File: src/rtl/music_pkg.sv
// rtl/music_pkg.sv - shared note half-periods, timing defaults and sequencer state type
package music_pkg;

  // Low octave half-periods in 50 MHz clk cycles (G3, A3, B3)
  localparam int D5  = 127551;
  localparam int D6  = 113636;
  localparam int D7  = 101215;

  // Middle octave (C4..B4) with sharps
  localparam int M1  = 95556;
  localparam int M1S = 90194;
  localparam int M2  = 85131;
  localparam int M2S = 80353;
  localparam int M3  = 75843;
  localparam int M4  = 71586;
  localparam int M4S = 67568;
  localparam int M5  = 63776;
  localparam int M5S = 60197;
  localparam int M6  = 56818;
  localparam int M6S = 53630;
  localparam int M7  = 50619;

  // High octave (C5..B5)
  localparam int H1  = 47778;
  localparam int H2  = 42566;
  localparam int H3  = 37922;
  localparam int H4  = 35793;
  localparam int H5  = 31888;
  localparam int H6  = 28409;
  localparam int H7  = 25309;

  // Top notes (C6, D6)
  localparam int HH1 = 23889;
  localparam int HH2 = 21283;

  // Song-ROM marker for silence
  localparam int REST_VAL = 2500;

  // 0.25 s per ROM entry at 50 MHz
  localparam int DEFAULT_BEAT_CYCLES = 12_500_000;

  typedef enum logic [2:0] {
    IDLE,
    FETCH,
    LOAD,
    PLAY,
    PAUSED
  } seq_state_t;

endpackage

File: src/rtl/music_seq_ctrl_tone_gen.sv
// rtl/music_seq_ctrl_tone_gen.sv - half-period counter driving a square wave
module tone_gen #(
  parameter int NOTE_W = 20
) (
  input  logic              clk,
  input  logic              rst_n,
  input  logic              enable,
  input  logic              clear,
  input  logic [NOTE_W-1:0] half_period,
  output logic              buzzer
);

  logic [NOTE_W-1:0] cnt_q, cnt_d;
  logic              buzzer_q, buzzer_d;

  // Count 0..half_period-1 while enabled, toggling on wrap; hold count and mute otherwise
  always_comb begin
    cnt_d    = cnt_q;
    buzzer_d = buzzer_q;
    if (clear) begin
      cnt_d    = '0;
      buzzer_d = 1'b0;
    end else if (enable) begin
      if (cnt_q >= half_period - NOTE_W'(1)) begin
        cnt_d    = '0;
        buzzer_d = ~buzzer_q;
      end else begin
        cnt_d = cnt_q + NOTE_W'(1);
      end
    end else begin
      buzzer_d = 1'b0;
    end
  end

  // Counter and output registers
  always_ff @(posedge clk) begin
    if (!rst_n) begin
      cnt_q    <= '0;
      buzzer_q <= 1'b0;
    end else begin
      cnt_q    <= cnt_d;
      buzzer_q <= buzzer_d;
    end
  end

  assign buzzer = buzzer_q;

endmodule

File: src/rtl/music_seq_ctrl.sv
// rtl/music_seq_ctrl.sv - song ROM sequencer with beat timing, pause/loop and buzzer output
module music_seq_ctrl #(
  parameter int ADDR_W      = 9,
  parameter int NOTE_W      = 20,
  parameter int SONG_LEN    = 384,
  parameter int BEAT_CYCLES = music_pkg::DEFAULT_BEAT_CYCLES,
  parameter int REST_VAL    = music_pkg::REST_VAL
) (
  input  logic              clk,
  input  logic              rst_n,
  input  logic              start,
  input  logic              stop,
  input  logic              pause,
  input  logic              loop_en,
  output logic [ADDR_W-1:0] rom_addr,
  input  logic [NOTE_W-1:0] rom_note,
  output logic              buzzer,
  output logic              busy,
  output logic              done,
  output logic [NOTE_W-1:0] cur_note
);

  import music_pkg::*;

  localparam int BEAT_W = (BEAT_CYCLES > 1) ? $clog2(BEAT_CYCLES) : 1;
  localparam logic [BEAT_W-1:0] BEAT_LAST = BEAT_W'(BEAT_CYCLES - 1);
  localparam logic [ADDR_W-1:0] ADDR_LAST = ADDR_W'(SONG_LEN - 1);
  localparam logic [NOTE_W-1:0] REST_NOTE = NOTE_W'(REST_VAL);

  seq_state_t        state_q, state_d;
  seq_state_t        ret_q, ret_d;
  logic [ADDR_W-1:0] addr_q, addr_d;
  logic [BEAT_W-1:0] beat_q, beat_d;
  logic [NOTE_W-1:0] cur_note_q, cur_note_d;
  logic              done_q, done_d;
  logic              busy_q, busy_d;
  logic              tone_ok;
  logic              tone_en;
  logic              tone_clear;

  // Next-state, beat/address stepping and note capture; priority stop > pause > beat expiry > start
  always_comb begin
    state_d    = state_q;
    ret_d      = ret_q;
    addr_d     = addr_q;
    beat_d     = beat_q;
    cur_note_d = cur_note_q;
    done_d     = 1'b0;
    tone_clear = 1'b0;

    case (state_q)
      IDLE: begin
        if (start && !stop) begin
          state_d = FETCH;
          addr_d  = '0;
          beat_d  = '0;
        end
      end

      PAUSED: begin
        if (stop) begin
          state_d    = IDLE;
          addr_d     = '0;
          beat_d     = '0;
          cur_note_d = '0;
        end else if (!pause) begin
          state_d = ret_q;
        end
      end

      default: begin
        if (stop) begin
          state_d    = IDLE;
          addr_d     = '0;
          beat_d     = '0;
          cur_note_d = '0;
        end else if (pause) begin
          // The cycle that sees pause still counts toward the beat, but the
          // counter saturates so the expiry compare is never skipped
          state_d = PAUSED;
          ret_d   = state_q;
          if (beat_q != BEAT_LAST) begin
            beat_d = beat_q + BEAT_W'(1);
          end
        end else if (state_q == FETCH) begin
          state_d = LOAD;
          beat_d  = beat_q + BEAT_W'(1);
        end else if (state_q == LOAD) begin
          state_d    = PLAY;
          beat_d     = beat_q + BEAT_W'(1);
          cur_note_d = rom_note;
          tone_clear = 1'b1;
        end else if (beat_q == BEAT_LAST) begin
          beat_d = '0;
          if (addr_q < ADDR_LAST) begin
            addr_d  = addr_q + ADDR_W'(1);
            state_d = FETCH;
          end else if (loop_en) begin
            addr_d  = '0;
            state_d = FETCH;
          end else begin
            addr_d     = '0;
            state_d    = IDLE;
            cur_note_d = '0;
            done_d     = 1'b1;
          end
        end else begin
          beat_d = beat_q + BEAT_W'(1);
        end
      end
    endcase

    busy_d  = (state_d != IDLE);
    tone_ok = (cur_note_q != REST_NOTE) && (cur_note_q >= NOTE_W'(2));
    tone_en = (state_q == PLAY) && (state_d == PLAY) && tone_ok;
  end

  // Controller state and registered outputs
  always_ff @(posedge clk) begin
    if (!rst_n) begin
      state_q    <= IDLE;
      ret_q      <= IDLE;
      addr_q     <= '0;
      beat_q     <= '0;
      cur_note_q <= '0;
      done_q     <= 1'b0;
      busy_q     <= 1'b0;
    end else begin
      state_q    <= state_d;
      ret_q      <= ret_d;
      addr_q     <= addr_d;
      beat_q     <= beat_d;
      cur_note_q <= cur_note_d;
      done_q     <= done_d;
      busy_q     <= busy_d;
    end
  end

  tone_gen #(
    .NOTE_W(NOTE_W)
  ) u_tone_gen (
    .clk        (clk),
    .rst_n      (rst_n),
    .enable     (tone_en),
    .clear      (tone_clear),
    .half_period(cur_note_q),
    .buzzer     (buzzer)
  );

  assign rom_addr = addr_q;
  assign busy     = busy_q;
  assign done     = done_q;
  assign cur_note = cur_note_q;

endmodule

File: config.mk
export PLATFORM = sky130hd
export DESIGN_NAME = music_seq_ctrl
export DESIGN_NICKNAME = d
export VERILOG_FILES = /design/src/rtl/music_pkg.sv /design/src/rtl/music_seq_ctrl_tone_gen.sv /design/src/rtl/music_seq_ctrl.sv
export SDC_FILE = /design/constraint.sdc
export NUM_CORES = 1
export LEC_CHECK = 0
export ABC_AREA = 1
export CORE_MARGIN = 4
export CORE_UTILIZATION = 63
export DETAILED_ROUTE_END_ITERATION = 12
export GPL_TIMING_DRIVEN = 1
export PLACE_DENSITY = 0.93
export SYNTH_ARGS = -nofsm -noshare
export SYNTH_HDL_FRONTEND = slang
export SYNTH_SLANG_ARGS = --single-unit
File: constraint.sdc
create_clock -name clk -period 5 [get_ports clk]
set_clock_uncertainty 0.1 [all_clocks]
set_input_delay 0.75 -clock clk [delete_from_list [all_inputs] [get_ports clk]]
set_output_delay 0.75 -clock clk [all_outputs]
set_load 0.02 [all_outputs]
# --- Word level (Yosys, flattened, before mapping) ---
# Index checks and enable logic that the tools add are counted.
op_classes:
  n_addsub: 4
  magnitude_cmp: 3
  eq_ne: 18
  n_mux: 45
  bitwise_logic: 7
  n_reduce_logical: 17
op_table:
  columns: ["cell", "n"]
  rows:
  - ["$mux W24", 8]
  - ["$mux W20", 9]
  - ["$mux W9", 8]
  - ["$pmux W24 S2", 1]
  - ["$pmux W20 S2", 1]
  - ["$add A24 B1 Y24 const B", 1]
  - ["$eq A24 B24 Y1 const B", 1]
  - ["$mux W3", 8]
  - ["$ne A24 B24 Y1 const B", 1]
  - ["$add A20 B1 Y20 const B", 1]
  - ["$ge A20 B2 Y1 const B", 1]
  - ["$ge A20 B20 Y1", 1]
  - ["$ne A20 B12 Y1 const B", 1]
  - ["$sub A20 B1 Y20 const B", 1]
  - ["$pmux W9 S2", 1]
  - ["$ne A3 B2 Y1 const B", 4]
  - ["$add A9 B1 Y9 const B", 1]
  - ["$eq A3 B2 Y1 const B", 3]
  - ["$lt A9 B9 Y1 const B", 1]
  - ["$reduce_bool A3 Y1", 3]
  - ["$reduce_or A9 Y1", 1]
  - ["$mux W1", 8]
  - ["$ne A2 B2 Y1 const B", 4]
  - ["$not A1 Y1", 7]
  - ["other kinds (14)", 18]
word_totals:
  ff_bits: 82
  inputBits: 26

# --- Depth between registers and ports, before layout ---
depth:
  word_depth: 13
  ltp_mapped: 21

# --- Modules after synthesis ---
# A second synthesis with hierarchy kept.
unflattened:
  cells_unflattened: 902
  area_unflattened_um2: 5711.7
by_module_without_submodules:
  columns: ["module", "instances", "cells_per_inst", "area_each_um2", "seq_area_each_um2"]
  rows:
  - ["music_seq_ctrl", 1, 591, 3626.0, 1221.2]
  - ["tone_gen", 1, 311, 2085.8, 420.4]

# --- Worst setup path after synthesis ---
# Ideal clock, no wire load.
synth_timing:
  path_type: "register to register"
  from: "reg cur_note_q[2], in the netlist cur_note[2]"
  to: "reg u_tone_gen.cnt_q[10]"
  setup_ns: 0.132
  t_arrival_ns: 2.782
  required_ns: 4.768
  path_slack_ns: 1.986
  path_stages_with_launch: 22
  cell_sequence: "dfxtp_1 -> nor2_1 -> nand2_1 -> nor2_1 -> nand2_1 -> inv_1 -> nand2_1 -> nor2_1 -> nand3_1 -> nor3_2 -> xnor2_1 -> ha_1 -> nand2_1 -> nor2_1 -> nand2_1 -> nor2_1 -> nand2_1 -> nand4_1 -> buf_1 -> nor2_1 -> nand3_1 -> a21oi_1"
synth_via:
  elab_chain_cells: 3
synth_rtl:
  columns: ["element", "line", "source"]
  rows:
  - ["start, declared", "music_seq_ctrl.sv:34", "logic [NOTE_W-1:0] cur_note_q, cur_note_d;"]
  - ["start signal, assigned", "music_seq_ctrl.sv:133", "cur_note_q <= cur_note_d;"]
  - ["$sub A20 B1 Y20 (tied with other cells)", "music_seq_ctrl_tone_gen.sv:24", "if (cnt_q >= half_period - NOTE_W'(1)) begin"]
  - ["$ge A20 B20 Y1 / $logic_and A1 B1 Y1 (equally long branches)", "music_seq_ctrl_tone_gen.sv:24, music_seq_ctrl.sv:114", null]
  - ["$mux W20 / $logic_and A1 B1 Y1 (equally long branches)", "music_seq_ctrl_tone_gen.sv:24, music_seq_ctrl.sv:115", null]
  - ["end signal, assigned", "music_seq_ctrl_tone_gen.sv:41", "cnt_q <= cnt_d;"]
  - ["end, declared", "music_seq_ctrl_tone_gen.sv:13", "logic [NOTE_W-1:0] cnt_q, cnt_d;"]
# Several ways; a longest one is shown, not always the timed one.
# A chain may end at the register's enable or synchronous reset.

# --- Worst setup path in the final report ---
layout_timing:
  from: "reg cur_note_q[2], in the netlist cur_note[2]"
  to: "reg u_tone_gen.cnt_q[5]"
# The elaborated chain is that of the path after synthesis.

==> flow_metrics.tcl <==
set metrics [dict create \
    outcome "finished, final reports clean" \
    syn-instance-count 905 \
    grt_pass1_wl_microns 23600 \
    insertedDiodeCount 0 \
    maxCapViolCount 0 \
    tns_ps 0 \
    io_buffers 57 \
    clk_pin_slew_worst_paths_ps 90 \
    cts_tree "yes" \
    gr-usage-all-layers 0.270 \
    busiest_layer "met2" \
    drc 0 \
    place_congestion 0.958 \
    avgRoutedWirePerCell_microns 13.5 \
    drive_gt1_frac 0.0662 \
    cp_data_required_time_ps 5190 \
    ys_ff_latch 82 \
    relSlewSlack 0.340 \
    critPathArrivalTime_ps 4060 \
    ir_worst_vdd_uv 198 \
    die_h_microns 103 \
    fp.dieW_microns 103 \
    num_vias 5898 \
    cts_setup_buffers 0 \
    grt_util_met1 0.331 \
    setup_violations 0 \
    start_util 0.653 \
    powerDensity_mw_per_mm2 232 \
    hold_buffers 0 \
    die_area_sq_mm 0.0107 \
    grt_max_degree 41 \
    worstPathMaxFanout 22 \
    syn_nets 957 \
    yosysSeqAreaShare 0.287 \
    ctsLongestPathBuffers 2 \
    hp-class "reg2reg" \
    cts_root_buffer "clkbuf_8" \
    crit_path_max_incr_delay_ps 780 \
    synthDistinctLibCells 39 \
    io_pins 58 \
    min_period_ps 3870 \
    vias_per_cell 5.56 \
    cts_resized 0 \
    clock_latency_ps 360 \
    crit_slowest_cell "nand4_1" \
    antenna_found_initial 0 \
    final_common_cell "nand2_1" \
    use_met2 0.485 \
    cp_cell_sequence "nor2_1, nand2_1, nor2_1, nand2_1, inv_1, nand2_1, nor2_1, nand3_1, nor3_2, xnor2_1, ha_1, nand2_1, inv_1, nand2_1, nand2_1, a21oi_1, nand4_1, nor2_1, nand3_1, a21oi_1" \
    cp-end-kind "flop" \
    wl_microns 14300 \
    final_area_sq_mm 0.00654 \
    mostFrequentLayoutCells "231 x nand2_1, 140 x nor2_1, 92 x nand3_1, 82 x dfxtp_1, 80 x inv_1" \
    syn_area_per_cell_sq_um 6.32 \
    synthToLayoutAreaGrowth_pct 14.3 \
    n_fill_cell 720 \
    h-tree-depth 3 \
    grt_pass1_vias 5303 \
    overflow 0 \
    crit_path_start_kind "flop" \
    utilization 0.747 \
    drt-initial-drc-count 283 \
    cts.sinks 82 \
    path_delay_family "simple AND/OR/NAND/NOR gates" \
    path_buf_inv 2 \
    numCtsBuffers 9 \
    fmax_mhz 259 \
    worst_slew_pin_slew_ps 988 \
    final_hold_viol_count 0 \
    place_area_sq_mm 0.00630 \
    finalCritPeriodShare 0.774 \
    final_nets 999 \
    drv_slew 0 \
    p_leak_nw 2.63 \
    crit_top_cell "nand2_1" \
    row_count 34 \
    ys_warn_count 0 \
    firstDrtPassIters 5 \
    drtAntennaViolNets 0 \
    criticalPathCategory "reg2reg" \
    syn_area_sq_mm 0.00572 \
    use_met3 0.0456 \
    rsz0062_at_grt "no" \
    core_sq_mm 0.00876 \
    dpl.hpwl_microns 10100 \
]
[sequential cells by signal, summed over array words and instances (netlist names)]
name / cells
u_tone_gen.buzzer: 1
done: 1
ret_q: 3
beat_q: 24
u_tone_gen.cnt_q: 20
busy: 1
state_q: 3
cur_note: 20
rom_addr: 9
[layout make-up]
cell class	instances	area, sq um	share of cell area
inverter	91	344	0.0526
sequential	82	1640	0.251
clock inverter	6	113	0.0172
clock buffer	10	128	0.0195
multi-input combinational	701	3570	0.546
tap	108	135	0.0207
timing repair buffer	62	608	0.0929
[cells in the mapped netlist]
| master | n | area share |
|---|---|---|
| nand2_1 | 231 | 0.15 |
| nor2_1 | 140 | 0.092 |
| nand3_1 | 92 | 0.080 |
| dfxtp_1 | 82 | 0.29 |
| inv_1 | 80 | 0.052 |
| a21oi_1 | 69 | 0.060 |
| xor2_1 | 30 | 0.046 |
| ha_1 | 26 | 0.057 |
| o21ai_0 | 21 | 0.018 |
| nor3_1 | 18 | 0.016 |
| buf_2 | 17 | 0.015 |
| nand4_1 | 12 | 0.013 |
| inv_2 | 10 | 0.0066 |
| xnor2_1 | 10 | 0.015 |
| nor2_2 | 7 | 0.0077 |
| clkbuf_1 | 6 | 0.0039 |
| nand2_2 | 6 | 0.0066 |
| nor4_1 | 6 | 0.0066 |
| nand3_2 | 5 | 0.0087 |
| o21bai_1 | 5 | 0.0066 |
| buf_1 | 3 | 0.0020 |
| buf_6 | 3 | 0.0059 |
| nand2_4 | 3 | 0.0059 |
| nor3_2 | 3 | 0.0052 |
| nor3b_1 | 3 | 0.0039 |
| buf_4 | 2 | 0.0026 |
| nand3b_1 | 2 | 0.0026 |
| nor3b_2 | 2 | 0.0044 |
| a21o_1 | 1 | 0.0013 |
| a21oi_4 | 1 | 0.0028 |
| a31oi_1 | 1 | 0.0011 |
| and3_1 | 1 | 0.0011 |
| inv_4 | 1 | 0.0011 |
| nor2_4 | 1 | 0.0020 |
| nor3_4 | 1 | 0.0028 |
| o21ai_1 | 1 | 0.00087 |
| o21bai_2 | 1 | 0.0020 |
| o22ai_1 | 1 | 0.0011 |
| or2_2 | 1 | 0.0011 |
[kinds of logic (layout without fill, tap and decap cells)]
kind of cell             count (synthesis)  count (layout)  synth area share
XOR/XNOR                                40              40            0.0612
flip-flops                              82              82             0.287
AO/OA/AOI/OAI                          101             101            0.0944
adder cells (fa/ha/maj)                 26              26            0.0568
buffers and inverters                  122             169            0.0894
AND/OR/NAND/NOR                        534             534             0.411
[worst paths after layout]
path / slack [ps] / endpoint / startpoint / cells after the start
worst min-delay path: 390 / beat_q[12] / beat_q[12] / 2
worst max register to register: 1130 / u_tone_gen.cnt_q[5] / cur_note[2] / 20
worst min register to register: 390 / beat_q[12] / beat_q[12] / 2
worst max-delay path: 1130 / u_tone_gen.cnt_q[5] / cur_note[2] / 20
[worst reg2reg max path: stages (launching register included)]
cell and delay [ps]:
dfxtp_1 370, nor2_1 200, nand2_1 90, nor2_1 90, nand2_1 100, inv_1 120
nand2_1 90, nor2_1 170, nand3_1 150, nor3_2 150, xnor2_1 150, ha_1 270
nand2_1 90, inv_1 40, nand2_1 50, nand2_1 40, a21oi_1 120, nand4_1 780
nor2_1 360, nand3_1 110, a21oi_1 140
[metal layers]
layer	vias to the layer above	part of all wire
li1	3002	-
met1	2690	0.42
met2	176	0.51
met3	30	0.051
met4	0	0.021
met5	-	0
[metrics by stage]
stage	total power, mW	instances	hold slack, ps	worst slack (ps)
detailed placement	0.933	1044	365	1230
finish	1.52	1060	388	1130
CTS	1.52	1060	379	1210
global route	1.57	1060	410	669
global placement	0.926	1044	365	1330
floorplan	0.861	905	352	1990
[power by group]
part           internal (mW)  switching [mW]  total, mW
combinational         0.0972           0.150      0.247
sequential             0.662          0.0124      0.674
clock                  0.335           0.260      0.595
(Power assumes the default switching activity.)
